$ cat config.mk
export PLATFORM = sky130hd
export DESIGN_NAME = zbt_stream_writer
export DESIGN_NICKNAME = d
export VERILOG_FILES = /design/src/rtl/zbt_pkg.sv /design/src/rtl/stream_hold_reg.sv /design/src/rtl/zbt_stream_writer.sv
export SDC_FILE = /design/constraint.sdc
export NUM_CORES = 1
export LEC_CHECK = 0
export BUFFER_PORTS_ARGS = -buffer_cell sky130_fd_sc_hd__buf_2
export CORE_ASPECT_RATIO = 1.75
export CORE_MARGIN = 4
export CORE_UTILIZATION = 45
export DETAILED_ROUTE_END_ITERATION = 12
export GPL_ROUTABILITY_DRIVEN = 0
export PLACE_DENSITY_LB_ADDON = 0.12
export SLEW_MARGIN = 20
export SYNTH_ARGS = -nofsm -noshare
export SYNTH_HDL_FRONTEND = slang
export SYNTH_HIERARCHICAL = 1
export SYNTH_SLANG_ARGS = --single-unit
$ cat constraint.sdc
create_clock -name clk -period 6.6 [get_ports clk]
set_input_delay 1.32 -clock clk [delete_from_list [all_inputs] [get_ports clk]]
set_output_delay 1.32 -clock clk [all_outputs]
set_load 0.03 [all_outputs]
$ cat src/rtl/zbt_pkg.sv
// Shared constants and FSM encoding for the ZBT stream writer.
// Word/byte address conversion, bus widths and the writer's state type.
package zbt_pkg;

    localparam int SRAM_AW    = 18;
    localparam int WB_AW      = 32;
    localparam int WB_DW      = 32;
    localparam int BYTE_SHIFT = 2;

    localparam logic [3:0] WB_SEL_ALL = 4'hF;

    typedef enum logic [1:0] {
        ST_IDLE,
        ST_FILL,
        ST_WRITE,
        ST_DONE
    } state_t;

endpackage

$ cat src/rtl/stream_hold_reg.sv
// One-entry valid/ready holding register with a registered ready.
// ready is computed from next-cycle occupancy so it never needs a combinational path from valid.
module stream_hold_reg
    import zbt_pkg::*;
#(
    parameter int DW = WB_DW
) (
    input  logic          clk,
    input  logic          rst,
    input  logic [DW-1:0] data,
    input  logic          valid,
    input  logic          allow,
    input  logic          drain,
    input  logic          flush,
    output logic          ready,
    output logic          full,
    output logic [DW-1:0] hold_data
);

    logic take;
    logic full_next;

    assign take = valid & ready;

    always_comb begin
        full_next = (full & ~drain) | take;
        if (flush) begin
            full_next = 1'b0;
        end
    end

    always_ff @(posedge clk) begin
        if (rst) begin
            full      <= 1'b0;
            ready     <= 1'b0;
            hold_data <= '0;
        end else begin
            full  <= full_next;
            ready <= allow & ~full_next;
            if (take) begin
                hold_data <= data;
            end
        end
    end

endmodule

$ cat src/rtl/zbt_stream_writer.sv
// Wishbone master writing a valid/ready word stream to consecutive ZBT SRAM word addresses.
// state    | meaning
// ST_IDLE  | waiting for start_i
// ST_FILL  | busy, no beat on the bus, waiting for a held word
// ST_WRITE | cyc/stb high, beat in flight until wb_ack_i
// ST_DONE  | one-cycle done_o pulse, holding register flushed
module zbt_stream_writer
    import zbt_pkg::*;
#(
    parameter int AW    = SRAM_AW,
    parameter int LEN_W = 18
) (
    input  logic             clk,
    input  logic             rst,
    input  logic             start_i,
    input  logic [AW-1:0]    base_i,
    input  logic [LEN_W-1:0] len_i,
    input  logic             abort_i,
    output logic             busy_o,
    output logic             done_o,
    output logic [LEN_W-1:0] count_o,
    input  logic [31:0]      data_i,
    input  logic             valid_i,
    output logic             ready_o,
    output logic [31:0]      wb_adr_o,
    output logic [31:0]      wb_dat_o,
    output logic [3:0]       wb_sel_o,
    output logic             wb_we_o,
    output logic             wb_cyc_o,
    output logic             wb_stb_o,
    input  logic             wb_ack_i
);

    state_t            state, state_next;
    logic [LEN_W-1:0]  len_q, taken_q, count_q;
    logic [LEN_W-1:0]  len_next, taken_next;
    logic [AW-1:0]     adr_q;
    logic [WB_DW-1:0]  dat_q, hold_data;
    logic              abort_pend, abort_eff;
    logic              start_ok, beat_ack, last_beat;
    logic              hold_full, hold_take, launch, allow, flush;

    assign start_ok  = (state == ST_IDLE) & start_i;
    assign beat_ack  = (state == ST_WRITE) & wb_ack_i;
    assign last_beat = (count_q + LEN_W'(1)) == len_q;
    assign abort_eff = abort_pend | abort_i;
    assign hold_take = valid_i & ready_o;
    assign flush     = (state == ST_DONE);

    always_comb begin
        state_next = state;
        launch     = 1'b0;
        case (state)
            ST_IDLE: begin
                if (start_i) begin
                    state_next = (len_i == '0) ? ST_DONE : ST_FILL;
                end
            end
            ST_FILL: begin
                if (hold_full) begin
                    state_next = ST_WRITE;
                    launch     = 1'b1;
                end else if (abort_eff) begin
                    state_next = ST_DONE;
                end
            end
            ST_WRITE: begin
                // stb is never dropped before ack: the slave is already driving the SRAM write
                if (wb_ack_i) begin
                    if (last_beat || abort_eff) begin
                        state_next = ST_DONE;
                    end else if (hold_full) begin
                        launch = 1'b1;
                    end else begin
                        state_next = ST_FILL;
                    end
                end
            end
            ST_DONE:  state_next = ST_IDLE;
            default:  state_next = ST_IDLE;
        endcase
    end

    always_comb begin
        len_next   = start_ok ? len_i : len_q;
        taken_next = taken_q;
        if (start_ok) begin
            taken_next = '0;
        end else if (hold_take) begin
            taken_next = taken_q + LEN_W'(1);
        end
        allow = ((state_next == ST_FILL) || (state_next == ST_WRITE)) && (taken_next < len_next);
    end

    always_ff @(posedge clk) begin
        if (rst) begin
            state      <= ST_IDLE;
            len_q      <= '0;
            taken_q    <= '0;
            count_q    <= '0;
            adr_q      <= '0;
            dat_q      <= '0;
            abort_pend <= 1'b0;
        end else begin
            state   <= state_next;
            len_q   <= len_next;
            taken_q <= taken_next;
            if (start_ok) begin
                count_q    <= '0;
                adr_q      <= base_i;
                abort_pend <= 1'b0;
            end else begin
                if (beat_ack) begin
                    count_q <= count_q + LEN_W'(1);
                    adr_q   <= adr_q + AW'(1);
                end
                if (state == ST_DONE) begin
                    abort_pend <= 1'b0;
                end else if (busy_o && abort_i) begin
                    abort_pend <= 1'b1;
                end
            end
            if (launch) begin
                dat_q <= hold_data;
            end
        end
    end

    stream_hold_reg #(.DW(WB_DW)) u_hold (
        .clk       (clk),
        .rst       (rst),
        .data      (data_i),
        .valid     (valid_i),
        .allow     (allow),
        .drain     (launch),
        .flush     (flush),
        .ready     (ready_o),
        .full      (hold_full),
        .hold_data (hold_data)
    );

    assign busy_o   = (state == ST_FILL) || (state == ST_WRITE);
    assign done_o   = (state == ST_DONE);
    assign count_o  = count_q;
    assign wb_cyc_o = (state == ST_WRITE);
    assign wb_stb_o = wb_cyc_o;
    assign wb_we_o  = wb_cyc_o;
    assign wb_sel_o = WB_SEL_ALL;
    assign wb_adr_o = {{(WB_AW-AW-BYTE_SHIFT){1'b0}}, adr_q, {BYTE_SHIFT{1'b0}}};
    assign wb_dat_o = dat_q;

endmodule

# After elaboration in Yosys (flattened, before gate mapping)
# Index checks and enable logic that the tools add are counted.
# totals
word_cells	57
ff_bits	141
output_inout_bits	92
# classes
add_sub_neg	3
mux	18
magnitude_cmp	1
bitwise_logic	9
eq_ne	6
reduce_logical	10
# ops
op	count
18-bit two-way mux	5
18-bit by 1-bit adder with 18-bit output, second input constant	3
18-bit == test	1
18-bit zero test	1
18-bit less-than comparator	1
2-bit two-way mux	7
2-bit case mux with 4 select lines	1
2-bit == test, second input constant	3
1-bit bitwise AND	5
2-bit by 1-bit == test with 1-bit output, second input constant	2
1-bit two-way mux	4
1-bit logical OR	3
3-bit OR reduction	1
1-bit logical AND	2
2-bit zero test	1
1-bit NOT	2
1-bit bitwise OR	2
1-bit case mux with 2 select lines	1
2-bit nonzero test	1
2-bit OR reduction	1

# Depth between registers and ports, before layout
# logic_depth
word_depth	12
mapped_depth	16
depth_no_buf	15

# By module
# Netlist, hierarchy kept.
# modules_own_cells
module	seq_area_each_um2	instances	area_per_inst_um2	cells_per_inst
zbt_stream_writer	2142.1	1	5649.2	645
stream_hold_reg	680.7	1	1266.2	147

# Worst setup path after synthesis
# No wires, ideal clock.
# synth_timing
path_kind	input-to-reg
start	input port start_i
end	register u_hold.ready
setup_time_ns	0.080
path_slack_ns	2.848
cell_stages	14
arrival_time_ns	3.673
path_buffers	3
cell_sequence	and2_1 clkbuf_1 buf_1 clkbuf_1 nor2_1 ha_1 a21o_1 a21o_1 a21oi_1 nor2_1 a211oi_1 o21ai_0 nor3_1 nor3b_1
# synth_via
word_cells_on_any_way	11
classes_between	order compare (1); eq/ne (2); mux (4); bitwise (2); reduce/logical (2)
# synth_lines
element	line	source
start: declaration	zbt_stream_writer.sv:15	input logic start_i,
1-bit bitwise AND	zbt_stream_writer.sv:43	assign start_ok = (state == ST_IDLE) & start_i;
18-bit two-way mux	zbt_stream_writer.sv:87	if (start_ok) begin
via taken_next[7]	zbt_stream_writer.sv:36	logic [LEN_W-1:0] len_next, taken_next;
18-bit less-than comparator	zbt_stream_writer.sv:92	allow = ((state_next == ST_FILL) || (state_next == ST_WRITE)) && (taken_next < len_next);
1-bit logical AND	zbt_stream_writer.sv:92	
via allow	zbt_stream_writer.sv:41	logic hold_full, hold_take, launch, allow, flush;
1-bit bitwise AND	stream_hold_reg.sv:39	ready <= allow & ~full_next;
end signal: assignment	stream_hold_reg.sv:39	
end: declaration	stream_hold_reg.sv:15	output logic ready,
# The timed path passes the listed nets, and every way through them passes these cells.
# A chain may end at the register's enable or synchronous reset.

# Worst setup path after layout
# layout_timing
start	input port start_i
end	register u_hold.ready
# layout_via
elab_chain_len	6
word_cells_on_any_way	11
classes_between	order compare (1); eq/ne (2); mux (4); bitwise (2); reduce/logical (2)
# layout_rtl
element	line
branches (longest 4 deep; another with 18-bit less-than comparator)	n/a
1-bit logical AND *	zbt_stream_writer.sv:92
via allow	zbt_stream_writer.sv:41
1-bit bitwise AND *	stream_hold_reg.sv:39
# Mark *: on every way through the listed nets, which the timed path passes.

==> flow_summary.toml <==
[status]
status = "finished, final reports clean"

[sta]
rsz0062_at_grt = "false"
slew_headroom = 0.290
max_freq_ghz = 0.258
fin_setup_tns_ps = 0
fin_skew_ps = 9.68
setup_viol = 0
hold_viol = 0
period_share = 0.587
slew_viol_final = 0
worstMarginPinSlew_ps = 1070
min_period_ps = 3880

[yosys]
synth_xor_area_frac = 0.0937
synth_area_leaders = "dfxtp_1 41%, mux2i_1 7.2%, nor2_1 6.2%, nand2_1 5.7%, xor2_1 4.8%"
netlist_area_mm2 = 0.00692
synth_top_family_by_area = "simple AND/OR/NAND/NOR gates"
synth_compound_area_frac = 0.0981
async_reset_ff_frac = 0
yosys-mux-area-fraction = 0.0724
synth_ff_type = "dfxtp_1"
synthAdderAreaFrac = 0.0452
yosys.area_share.simple = 0.218
synth.largest_area_cell = "dfxtp_1"
synth_cell_types = 50
syn_area_per_cell_um2 = 8.73
yosysTopAreaCellShare = 0.408
syn_inst = 792
ys_seq_area_frac = 0.408
synth_edf_count = 0
ys_seq_elements = 141
synth_warnings = 6

[detailed_routing]
drt_wl_total_um = 16900
vias = 5743
via_per_inst = 5.18
wl_per_cell_um = 15.2
drt_iter0_markers = 166
drtPass1Iterations = 4
drc = 0
ant_nets = 0

[place]
dp_cells = 1077
io_buffer_count = 147
hpwl_um = 12600

[setup_path]
worstSetupPathType = "in -> reg"
cp.required_ps = 6920
ff2ff_setup_slack_ps = 2850
cp-end-kind = "flop"
cp.arrival_ps = 4190
worstPathMaxFanout = 50
worstSetupStartpointType = "input port"

[grt]
grt_usage = 0.194
grt_overflow_total = 0
grt_pass1_vias = 5715
grt_pass1_wl_um = 27200
grt_max_degree = 101
antenna_found_initial = 0

[min_path]
hold_class = "reg -> reg"

[cts]
hold_buffers = 0
cts.clk_slew.worst_paths_ps = 60
htree_levels = 4
cts.path.max_buffers = 2
cts-buffers-inserted = 17
insertion_delay_ps = 410
cts.sinks = 141
root_buffer = "clkbuf_16"
cts_tree = "yes"
postCtsSetupRepairBufs = 0
ctsResizeCount = 0

[final_layout]
num_antenna_cells = 0
fill_cells = 1465
drive_gt1_frac = 0.228
multiInputGateArea_mm2 = 0.00372
ff_latch_area_mm2 = 0.00282
instances_no_fill = 1109
nNetsFinal = 1012
area_growth_pct = 18.3

[power_and_ir_drop]
comb_power_share = 0.270
fin_total_pwr_mw = 2.73
switchingPower_mw = 0.958
switching_share = 0.350
vdd_drop_max_uv = 207
p_int_mw = 1.77
power_frac_seq = 0.374
p_clk_frac = 0.356
p_per_area_mw_per_mm2 = 334
leakagePower_nw = 3.63

[die]
die_y_um = 172
start_util = 0.461
core_area_mm2 = 0.0150
pin_count = 166
die-width_um = 102
row_count = 59
dieArea_mm2 = 0.0175

[run]
maxCapViolations = 0
[layer usage]
| layer | vias to the layer above | wire [um] | global-route usage |
|---|---|---|---|
| li1 | 2915 | - | - |
| met1 | 2660 | 6570 | 0.211 |
| met2 | 139 | 9060 | 0.355 |
| met3 | 29 | 822 | 0.0428 |
| met4 | 0 | 421 | 0.0816 |
| met5 | - | 0 | 0 |
[final cells by class]
type                    count  share of cell area
multi-input cells         594               0.454
inverters                   7             0.00321
well taps                 183              0.0280
flip-flops and latches    141               0.345
clock inverters            15              0.0213
repair buffers            152              0.0962
clock buffers              17              0.0520
[cells by family after synthesis]
logic type | after synthesis
flops | 141
xor+xnor | 74
other cells | 2
simple gates | 332
fa+ha+maj | 25
buf+inv | 73
compound gates | 95
mux | 50
[power groups by stage]
stage / sequential (mW) / combinational, mW / clock [mW]
floorplan: 1.10 / 0.520 / 0
global placement: 1.03 / 0.726 / 0
detailed placement: 1.04 / 0.745 / 0
CTS: 1.02 / 0.749 / 0.994
global route: 1.03 / 0.820 / 1.03
finish: 1.02 / 0.738 / 0.973
[through the flow]
stage | worst slack, ps | area [um^2] | utilization | hold WS (ps)
after floorplan | 2850 | 6980 | - | 435
after global placement | 2410 | 7550 | 0.504 | 441
after detailed placement | 2310 | 7570 | 0.505 | 447
after CTS | 2680 | 8170 | 0.545 | 456
after global routing | 2400 | 8180 | 0.546 | 477
final | 2720 | 8180 | 0.546 | 455
[sequential cells by signal, summed over array words and instances (netlist names)]
register / flops
count_o: 18
len_q: 18
adr_q: 18
taken_q: 18
u_hold/full: 1
state: 2
wb_dat_o: 32
u_hold/ready: 1
u_hold/hold_data: 32
abort_pend: 1
[critical path: stages]
cell and delay, ps:
buf_2 140, and2_2 870, mux2i_1 330, ha_1 280, a21o_1 160, a21o_1 170, a21oi_1 160, nor2_1 50
a211oi_1 180, o21ai_0 140, nor3_1 140, nor3b_1 220
[synthesized netlist by cell type (19+ instances only)]
cell type,instances
a21oi_2,19
dfxtp_1,141
a21oi_1,25
xnor2_1,36
nor3_1,24
nand2_1,105
xor2_1,38
nand4_1,23
buf_4,20
mux2i_1,50
clkbuf_1,26
ha_1,25
nor2_1,114
[final timing paths]
kind,cells after the start,to,start
max reg2reg,11,u_hold/ready$_SDFF_PP0_,count_o[8]$_SDFFE_PP0P_
max,12,u_hold/ready$_SDFF_PP0_,start_i
min reg2reg,2,u_hold/hold_data[31]$_SDFFE_PP0P_,u_hold/hold_data[31]$_SDFFE_PP0P_
min,2,u_hold/hold_data[31]$_SDFFE_PP0P_,u_hold/hold_data[31]$_SDFFE_PP0P_
[placed cells by master (no fill, tap or decap), types with 4 or more instances in the layout]
cell       count
mux2i_1       50
and3_1         6
a21o_1         6
nor4_1        13
nand3_1       16
or3_1          8
clkbuf_16     17
a21oi_2       19
conb_1        18
dfxtp_1      141
o21ai_0       12
ha_1          25
nor2_1       114
a211oi_1      15
buf_2        146
xnor2_1       36
xor2_1        38
nand4_1       23
and2_1         5
a21oi_1       25
nand2_1      104
nor3_1        24
inv_1          6
inv_6         10
and4_1         5
nor2b_1        4
(Power assumes the default switching activity.)
